**src/rtl/reset_seq_pkg.sv**
```systemverilog
// Shared definitions for the reset sequencer.
//   state_t    : FSM state encoding, also driven out on the state port.
//   LOSS_CNT_W : width of the saturating lock-loss counter.
//   cnt_w()    : bits needed for a counter that holds the values 0..n-1.
//                It is used to size the prescaler, stage, debounce and index counters.
package reset_seq_pkg;

    typedef enum logic [1:0] {
        HOLD      = 2'd0,
        WAIT_LOCK = 2'd1,
        RELEASE   = 2'd2,
        RUN       = 2'd3
    } state_t;

    localparam int LOSS_CNT_W = 8;

    // The result is never below 1 bit, so counters with n of 1 or 2 still get a legal width.
    function automatic int cnt_w(input int n);
        return (n <= 2) ? 1 : $clog2(n);
    endfunction

endpackage

```
**src/rtl/bit_sync.sv**
```systemverilog
// Multi-flop synchroniser for a single asynchronous level signal.
//   clk_i  : destination clock
//   rst_ni : asynchronous active-low reset; clears the whole chain to 0
//   d_i    : asynchronous input
//   q_o    : synchronised output, delayed by STAGES clk edges
module bit_sync #(
    parameter int STAGES = 2
) (
    input  logic clk_i,
    input  logic rst_ni,
    input  logic d_i,
    output logic q_o
);

    logic [STAGES-1:0] sync_q;

    always_ff @(posedge clk_i or negedge rst_ni) begin
        if (!rst_ni) begin
            sync_q <= '0;
        end else begin
            sync_q <= {sync_q[STAGES-2:0], d_i};
        end
    end

    assign q_o = sync_q[STAGES-1];

endmodule

```
**src/rtl/reset_sequencer.sv**
```systemverilog
// Power-on and manual reset generator with staged per-domain release.
//   clk           : system clock (PLL output domain)
//   rst           : asynchronous active-low block reset
//   manual        : asynchronous active-high manual reset request (button)
//   pll_locked    : asynchronous PLL lock indicator
//   rst_out       : active-high per-domain resets, registered; channel 0 is released first
//   done          : high once every channel has been released (RUN)
//   state         : current FSM state (HOLD=0, WAIT_LOCK=1, RELEASE=2, RUN=3)
//   lock_loss_cnt : saturating count of lock losses seen in RELEASE or RUN
//
// Handshake: none. All inputs are levels. The outputs are registered levels that
// downstream logic may sample on any clk edge.
module reset_sequencer
    import reset_seq_pkg::*;
#(
    parameter int N_CH           = 3,
    parameter int PRESCALE       = 1000,
    parameter int STAGE_TICKS    = 4,
    parameter int DEBOUNCE_TICKS = 8,
    parameter int SYNC_STAGES    = 2
) (
    input  logic                  clk,
    input  logic                  rst,
    input  logic                  manual,
    input  logic                  pll_locked,
    output logic [N_CH-1:0]       rst_out,
    output logic                  done,
    output logic [1:0]            state,
    output logic [LOSS_CNT_W-1:0] lock_loss_cnt
);

    localparam int PRESC_W = cnt_w(PRESCALE);
    localparam int STAGE_W = cnt_w(STAGE_TICKS);
    localparam int DEB_W   = cnt_w(DEBOUNCE_TICKS);
    localparam int IDX_W   = cnt_w(N_CH);

    logic manual_s;
    logic locked_s;
    logic tick;

    state_t                  state_q, state_d;
    logic [PRESC_W-1:0]      presc_q, presc_d;
    logic [STAGE_W-1:0]      stage_q, stage_d;
    logic [DEB_W-1:0]        deb_q, deb_d;
    logic [IDX_W-1:0]        idx_q, idx_d;
    logic [N_CH-1:0]         rst_out_q, rst_out_d;
    logic                    done_q, done_d;
    logic [LOSS_CNT_W-1:0]   loss_q, loss_d;

    bit_sync #(.STAGES(SYNC_STAGES)) u_sync_manual (
        .clk_i  (clk),
        .rst_ni (rst),
        .d_i    (manual),
        .q_o    (manual_s)
    );

    bit_sync #(.STAGES(SYNC_STAGES)) u_sync_locked (
        .clk_i  (clk),
        .rst_ni (rst),
        .d_i    (pll_locked),
        .q_o    (locked_s)
    );

    assign tick = (presc_q == PRESC_W'(PRESCALE - 1));

    always_comb begin
        state_d   = state_q;
        presc_d   = tick ? '0 : presc_q + 1'b1;
        stage_d   = stage_q;
        deb_d     = deb_q;
        idx_d     = idx_q;
        rst_out_d = rst_out_q;
        done_d    = done_q;
        loss_d    = loss_q;

        if (manual_s) begin
            // A manual request outranks everything, including a simultaneous lock loss.
            state_d   = HOLD;
            rst_out_d = '1;
            done_d    = 1'b0;
            deb_d     = '0;
            idx_d     = '0;
        end else if (((state_q == RELEASE) || (state_q == RUN)) && !locked_s) begin
            state_d   = WAIT_LOCK;
            rst_out_d = '1;
            done_d    = 1'b0;
            idx_d     = '0;
            if (loss_q != {LOSS_CNT_W{1'b1}}) begin
                loss_d = loss_q + 1'b1;
            end
        end else begin
            case (state_q)
                HOLD: begin
                    rst_out_d = '1;
                    done_d    = 1'b0;
                    if (tick) begin
                        if (deb_q == DEB_W'(DEBOUNCE_TICKS - 1)) begin
                            state_d = WAIT_LOCK;
                        end else begin
                            deb_d = deb_q + 1'b1;
                        end
                    end
                end
                WAIT_LOCK: begin
                    rst_out_d = '1;
                    done_d    = 1'b0;
                    if (locked_s) begin
                        state_d = RELEASE;
                        idx_d   = '0;
                    end
                end
                RELEASE: begin
                    // The stage counter wraps between channels. This keeps the release
                    // spacing at exactly STAGE_TICKS ticks without clearing the prescaler.
                    if (tick) begin
                        if (stage_q == STAGE_W'(STAGE_TICKS - 1)) begin
                            stage_d = '0;
                            for (int k = 0; k < N_CH; k++) begin
                                if (k == int'(idx_q)) begin
                                    rst_out_d[k] = 1'b0;
                                end
                            end
                            if (idx_q == IDX_W'(N_CH - 1)) begin
                                state_d = RUN;
                                done_d  = 1'b1;
                            end else begin
                                idx_d = idx_q + 1'b1;
                            end
                        end else begin
                            stage_d = stage_q + 1'b1;
                        end
                    end
                end
                RUN: begin
                    done_d = 1'b1;
                end
                default: begin
                    state_d = HOLD;
                end
            endcase
        end

        // Every state starts its own timing from zero.
        if (state_d != state_q) begin
            presc_d = '0;
            stage_d = '0;
            deb_d   = '0;
        end
    end

    always_ff @(posedge clk or negedge rst) begin
        if (!rst) begin
            state_q   <= HOLD;
            presc_q   <= '0;
            stage_q   <= '0;
            deb_q     <= '0;
            idx_q     <= '0;
            rst_out_q <= '1;
            done_q    <= 1'b0;
            loss_q    <= '0;
        end else begin
            state_q   <= state_d;
            presc_q   <= presc_d;
            stage_q   <= stage_d;
            deb_q     <= deb_d;
            idx_q     <= idx_d;
            rst_out_q <= rst_out_d;
            done_q    <= done_d;
            loss_q    <= loss_d;
        end
    end

    assign rst_out       = rst_out_q;
    assign done          = done_q;
    assign state         = state_q;
    assign lock_loss_cnt = loss_q;

endmodule

```
**config.mk**
```make
export PLATFORM = sky130hd
export DESIGN_NAME = reset_sequencer
export DESIGN_NICKNAME = d
export VERILOG_FILES = /design/src/rtl/reset_seq_pkg.sv /design/src/rtl/bit_sync.sv /design/src/rtl/reset_sequencer.sv
export SDC_FILE = /design/constraint.sdc
export NUM_CORES = 1
export LEC_CHECK = 0
export ABC_AREA = 1
export ABC_CLOCK_PERIOD_IN_PS = 2480
export BUFFER_PORTS_ARGS = -buffer_cell sky130_fd_sc_hd__buf_2
export CORE_AREA = 2 2 81 83
export CTS_CLUSTER_DIAMETER = 100
export DETAILED_ROUTE_END_ITERATION = 16
export DIE_AREA = 0 0 83 85
export SYNTH_ARGS = -nofsm -noshare
export SYNTH_HDL_FRONTEND = slang
export SYNTH_SLANG_ARGS = --single-unit
```
**constraint.sdc**
```tcl
create_clock -name clk -period 2.48 [get_ports clk]
set_input_delay 0.248 -clock clk [delete_from_list [all_inputs] [get_ports clk]]
set_output_delay 0.248 -clock clk [all_outputs]
set_load 0.005 [all_outputs]
```
==> impl_results.html <==
<table>
<tr><th>Metric</th><th>Value</th></tr>
<tr><th colspan="2">Layout</th></tr>
<tr><td>Final #Nets</td><td>between 200 and 250</td></tr>
<tr><td>Non-filler instance count after layout</td><td>between 300 and 400</td></tr>
<tr><td>Final-layout fill cell count</td><td>~670</td></tr>
<tr><td>Number of diodes added for antenna fixing</td><td>0</td></tr>
<tr><td>Area added between synthesis and finish</td><td>16.24%</td></tr>
<tr><td>Share of final-layout standard cells stronger than drive strength 1</td><td>0.1992</td></tr>
<tr><th colspan="2">Power</th></tr>
<tr><td>Sequential group share of total power</td><td>0.477</td></tr>
<tr><td>Clk pwr share</td><td>0.492</td></tr>
<tr><td>Share of total power in combinational logic</td><td>0.031</td></tr>
<tr><td>Power per standard cell area</td><td>585.0 nW/µm²</td></tr>
<tr><td>Net switching share of the total power</td><td>0.1922</td></tr>
<tr><td>Leakage dissipation</td><td>0.9836 nW</td></tr>
<tr><td>Design Power</td><td>between 0.001 and 0.0015 W</td></tr>
<tr><td>Int Power</td><td>just under 0.001 W</td></tr>
<tr><td>Net Sw Power</td><td>around 0.00024 W</td></tr>
<tr><td>Peak supply drop</td><td>0.3025 mV</td></tr>
<tr><th colspan="2">Synth</th></tr>
<tr><td>Dominant cells by area after synthesis</td><td>sky130_fd_sc_hd__dfrtp_1 44%, sky130_fd_sc_hd__nand2_1 11%, sky130_fd_sc_hd__ha_1 5.5%</td></tr>
<tr><td>Area share of the largest cell type after synthesis</td><td>0.4423</td></tr>
<tr><td>Xor/xnor cell area share of the yosys netlist</td><td>0.04838</td></tr>
<tr><td>Nets in the synthesized netlist</td><td>~230</td></tr>
<tr><td>Post-Syn Area per Cell</td><td>between 8 and 9 µm²</td></tr>
<tr><td>Synth Area in Adders</td><td>0.05529</td></tr>
<tr><td>Synthesized instance count</td><td>between 200 and 250</td></tr>
<tr><td>Share of the yosys chip area belonging to registers</td><td>0.4858</td></tr>
<tr><td>Share of synthesized cell area in and, or, nand and nor gates</td><td>0.2806</td></tr>
<tr><td>Cell area after synthesis</td><td>about 1800 µm²</td></tr>
<tr><td>Dominant combinational cell family by area after synthesis</td><td>simple AND/OR/NAND/NOR gates</td></tr>
<tr><td>Mux cell area share after synthesis</td><td>0</td></tr>
<tr><td>Number of warning messages in the yosys log</td><td>0</td></tr>
<tr><td>Post-synthesis compound-gate area fraction</td><td>0.06496</td></tr>
<tr><td>Post-synthesis register bit count</td><td>35</td></tr>
<tr><td>Largest area contributor in the synthesized netlist</td><td>sky130_fd_sc_hd__dfrtp_1</td></tr>
<tr><td>Number of distinct library cell variants in the gate-level netlist after synthesis</td><td>26</td></tr>
<tr><th colspan="2">STA</th></tr>
<tr><td>Number of hold-slack violations in the final timing report</td><td>0</td></tr>
<tr><td>Sum of negative setup slack</td><td>0 ns</td></tr>
<tr><td>Headroom to the max-slew limit</td><td>0.4760</td></tr>
<tr><td>Share of the cycle needed by the critical path after routing</td><td>0.7422</td></tr>
<tr><td>Smallest hold slack</td><td>about 0.052 ns</td></tr>
<tr><td>Maximum operating frequency</td><td>~540 MHz</td></tr>
<tr><td>Worst Tran Pin Value</td><td>around 0.8 ns</td></tr>
<tr><td>Minimum clock period after layout</td><td>roughly 1.8 ns</td></tr>
<tr><td>RSZ-0062 raised after global routing</td><td>false</td></tr>
<tr><td>Worst clock skew</td><td>0.008797 ns</td></tr>
<tr><td>Number of endpoints failing setup at the final stage</td><td>0</td></tr>
<tr><td>Final slew viol count</td><td>0</td></tr>
<tr><th colspan="2">Placed design</th></tr>
<tr><td>Number of cells in the design after placement</td><td>about 310</td></tr>
<tr><td>HPWL reported at the end of detailed placement</td><td>2.394 mm</td></tr>
<tr><td>Number of input and output port buffers inserted</td><td>17</td></tr>
<tr><td>GP Congestion</td><td>roughly 0.8</td></tr>
<tr><th colspan="2">Flow run</th></tr>
<tr><td>Maxcap violations</td><td>0</td></tr>
<tr><th colspan="2">Clock network</th></tr>
<tr><td>Post-CTS setup buffers</td><td>0</td></tr>
<tr><td>Number of H-tree levels</td><td>2</td></tr>
<tr><td>CTS max path bufs</td><td>2</td></tr>
<tr><td>Skew-Pair Late Insertion Delay</td><td>between 0.2 and 0.3 ns</td></tr>
<tr><td>Post-cts sizing count</td><td>0</td></tr>
<tr><td>Clock Pin Slew Worst Setup and Hold Paths</td><td>0.07 ns</td></tr>
<tr><td>Clock tree from TritonCTS</td><td>built</td></tr>
<tr><td>Count of hold buffers inserted by post-cts repair</td><td>0</td></tr>
<tr><td>Number of buffers added by the clock tree synthesis step</td><td>5</td></tr>
<tr><td>Root buf cell</td><td>sky130_fd_sc_hd__clkbuf_8</td></tr>
<tr><td>Clock sink count</td><td>35</td></tr>
<tr><th colspan="2">Floorplan</th></tr>
<tr><td>Number of rows in the core area</td><td>29</td></tr>
<tr><td>Die footprint</td><td>7055 µm²</td></tr>
<tr><td>Die Y-Extent</td><td>85 µm</td></tr>
<tr><td>Initial core utilization</td><td>0.2918</td></tr>
<tr><td>IO Count</td><td>18</td></tr>
<tr><td>Floorplan core area</td><td>6205 µm²</td></tr>
<tr><td>Die width</td><td>~83 µm</td></tr>
<tr><th colspan="2">Routing</th></tr>
<tr><td>Drt initial violations</td><td>100</td></tr>
<tr><td>Wirelength, routed</td><td>about 3.3 mm</td></tr>
<tr><td># DRC</td><td>0</td></tr>
<tr><td>Overall via count from detail_route</td><td>1396</td></tr>
<tr><td>First-pass detailed-route iteration total</td><td>4</td></tr>
<tr><td>Post-DRT Antenna Nets</td><td>0</td></tr>
<tr><td>Mean number of vias per cell</td><td>around 4.5</td></tr>
<tr><td>Routed WL per cell</td><td>approximately 11 µm</td></tr>
<tr><th colspan="2">GRT</th></tr>
<tr><td>Global-route usage over all layers</td><td>0.1060</td></tr>
<tr><td>Pin count of the biggest net entering global routing</td><td>36</td></tr>
<tr><td>Total overflow reported by the global router</td><td>0</td></tr>
<tr><td>Number of global-route vias before repair</td><td>roughly 1400</td></tr>
<tr><td>Antenna violations before repair</td><td>0</td></tr>
<tr><td>Wire length of the first global-routing pass</td><td>around 6 mm</td></tr>
<tr><th colspan="2">Status</th></tr>
<tr><td>Run status</td><td>completed</td></tr>
<tr><th colspan="2">Hold path</th></tr>
<tr><td>Tightest Hold Check Type</td><td>in2async</td></tr>
<tr><th colspan="2">Setup path</th></tr>
<tr><td>Reg-to-reg critical path startpoint</td><td>presc_q[0]</td></tr>
<tr><td>Kind of launch point of the worst setup path</td><td>flop</td></tr>
<tr><td>Required time at the worst-slack endpoint</td><td>~2.6 ns</td></tr>
<tr><td>Data arrival time of the worst path</td><td>1.99 ns</td></tr>
<tr><td>Kind of end point of the critical path</td><td>flop</td></tr>
<tr><td>Source of the critical timing path</td><td>presc_q[0]</td></tr>
<tr><td>Critical path start-end classification</td><td>reg2reg</td></tr>
<tr><td>Maximum fanout along the worst path</td><td>13</td></tr>
</table>
[power by group through the flow]
stage                     clock network [W]   logic, W  registers (W)
after floorplan                           0  0.0000217       0.000596
after global routing               0.000648  0.0000461       0.000589
final                              0.000606  0.0000377       0.000587
after detailed placement                  0  0.0000393       0.000598
after CTS                          0.000621  0.0000394       0.000587
after global placement                    0  0.0000388       0.000598
[cells in the final DEF (no fill, tap or decap)]
master,instances
sky130_fd_sc_hd__a21oi_1,2
sky130_fd_sc_hd__xor2_1,3
sky130_fd_sc_hd__a31o_2,1
sky130_fd_sc_hd__buf_2,17
sky130_fd_sc_hd__inv_1,24
sky130_fd_sc_hd__xnor2_1,7
sky130_fd_sc_hd__nor2_1,18
sky130_fd_sc_hd__nand3b_1,1
sky130_fd_sc_hd__nand2_1,55
sky130_fd_sc_hd__o21ai_0,14
sky130_fd_sc_hd__nand2_4,1
sky130_fd_sc_hd__clkbuf_1,1
sky130_fd_sc_hd__o21a_1,1
sky130_fd_sc_hd__inv_2,2
sky130_fd_sc_hd__dfstp_2,3
sky130_fd_sc_hd__o21ai_2,1
sky130_fd_sc_hd__o21ai_1,1
sky130_fd_sc_hd__nand3_1,12
sky130_fd_sc_hd__nor2_2,11
sky130_fd_sc_hd__o21bai_1,1
sky130_fd_sc_hd__nor2_4,2
sky130_fd_sc_hd__bufinv_16,2
sky130_fd_sc_hd__ha_1,8
sky130_fd_sc_hd__nand4_1,5
sky130_fd_sc_hd__dfrtp_1,32
sky130_fd_sc_hd__clkbuf_8,5
sky130_fd_sc_hd__nand2_2,2
sky130_fd_sc_hd__nor3_1,4
[Yosys cell counts (all sizes together)]
cell    instances
nand2          58
dfrtp          32
nor2           31
inv            26
o21ai          16
nand3          12
ha              8
xnor2           7
nand4           5
nor3            4
dfstp           3
xor2            3
a21oi           2
buf             2
a31o            1
nand3b          1
o21a            1
o21bai          1
[final cells by class]
cell class / instances / area (µm²) / area share
tap: 77 / 96.34 / 0.04578
inverter: 26 / 97.59 / 0.04637
multi-input combinational: 150 / 813.3 / 0.3864
sequential: 35 / 879.6 / 0.4180
clock buffer: 6 / 72.57 / 0.03448
timing repair buffer: 17 / 85.08 / 0.04043
clock inverter: 2 / 60.06 / 0.02854
[metrics by stage]
step,cell area (µm²),util,worst slack [ns]
final,2105,0.3392,0.6394
after detailed placement,1972,0.3178,0.6548
after global placement,1972,0.3178,0.7356
after CTS,2105,0.3392,0.6350
after floorplan,1810,-,0.9828
after global routing,2105,0.3392,0.3551
[state kept, by name (all words and copies together) (netlist names)]
name / flops
presc_q: 10
lock_loss_cnt: 8
deb_q: 3
rst_out: 3
idx_q: 2
stage_q: 2
state: 2
u_sync_locked.sync_q: 2
u_sync_manual.sync_q: 2
done: 1
[cell families after synthesis]
family	after synthesis
fa+ha+maj	8
simple gates	111
xor+xnor	10
buf+inv	28
compound gates	21
flops	35
[metal layers]
layer  vias to the layer above  share of wire  track usage
met5                         -              0            0
met3                         5          0.042      0.03113
met2                        22           0.45       0.1760
li1                        718              -            -
met1                       651           0.50       0.1348
met4                         0         0.0082      0.03130
[path summary, 6_finish.rpt]
path,slack (ns),depth (start not counted),endpoint
setup / recovery,0.64,7,idx_q[0]
hold / removal,0.05,1,stage_q[0]
setup reg to reg,0.64,7,idx_q[0]
hold reg to reg,0.35,0,u_sync_locked.sync_q[1]
max in group asynchronous,1.93,1,idx_q[1]
min in group clk,0.07,1,u_sync_locked.sync_q[0]
[critical path: stages, from the launching register on]
cell and delay [ns]:
sky130_fd_sc_hd__dfrtp_1 0.44, sky130_fd_sc_hd__ha_1 0.25, sky130_fd_sc_hd__nand2_1 0.09, sky130_fd_sc_hd__nor2_1 0.05, sky130_fd_sc_hd__nand2_1 0.34, sky130_fd_sc_hd__nor3_1 0.08, sky130_fd_sc_hd__o21ai_0 0.34, sky130_fd_sc_hd__o21ai_0 0.13
Power figures use the tool's default switching activity.
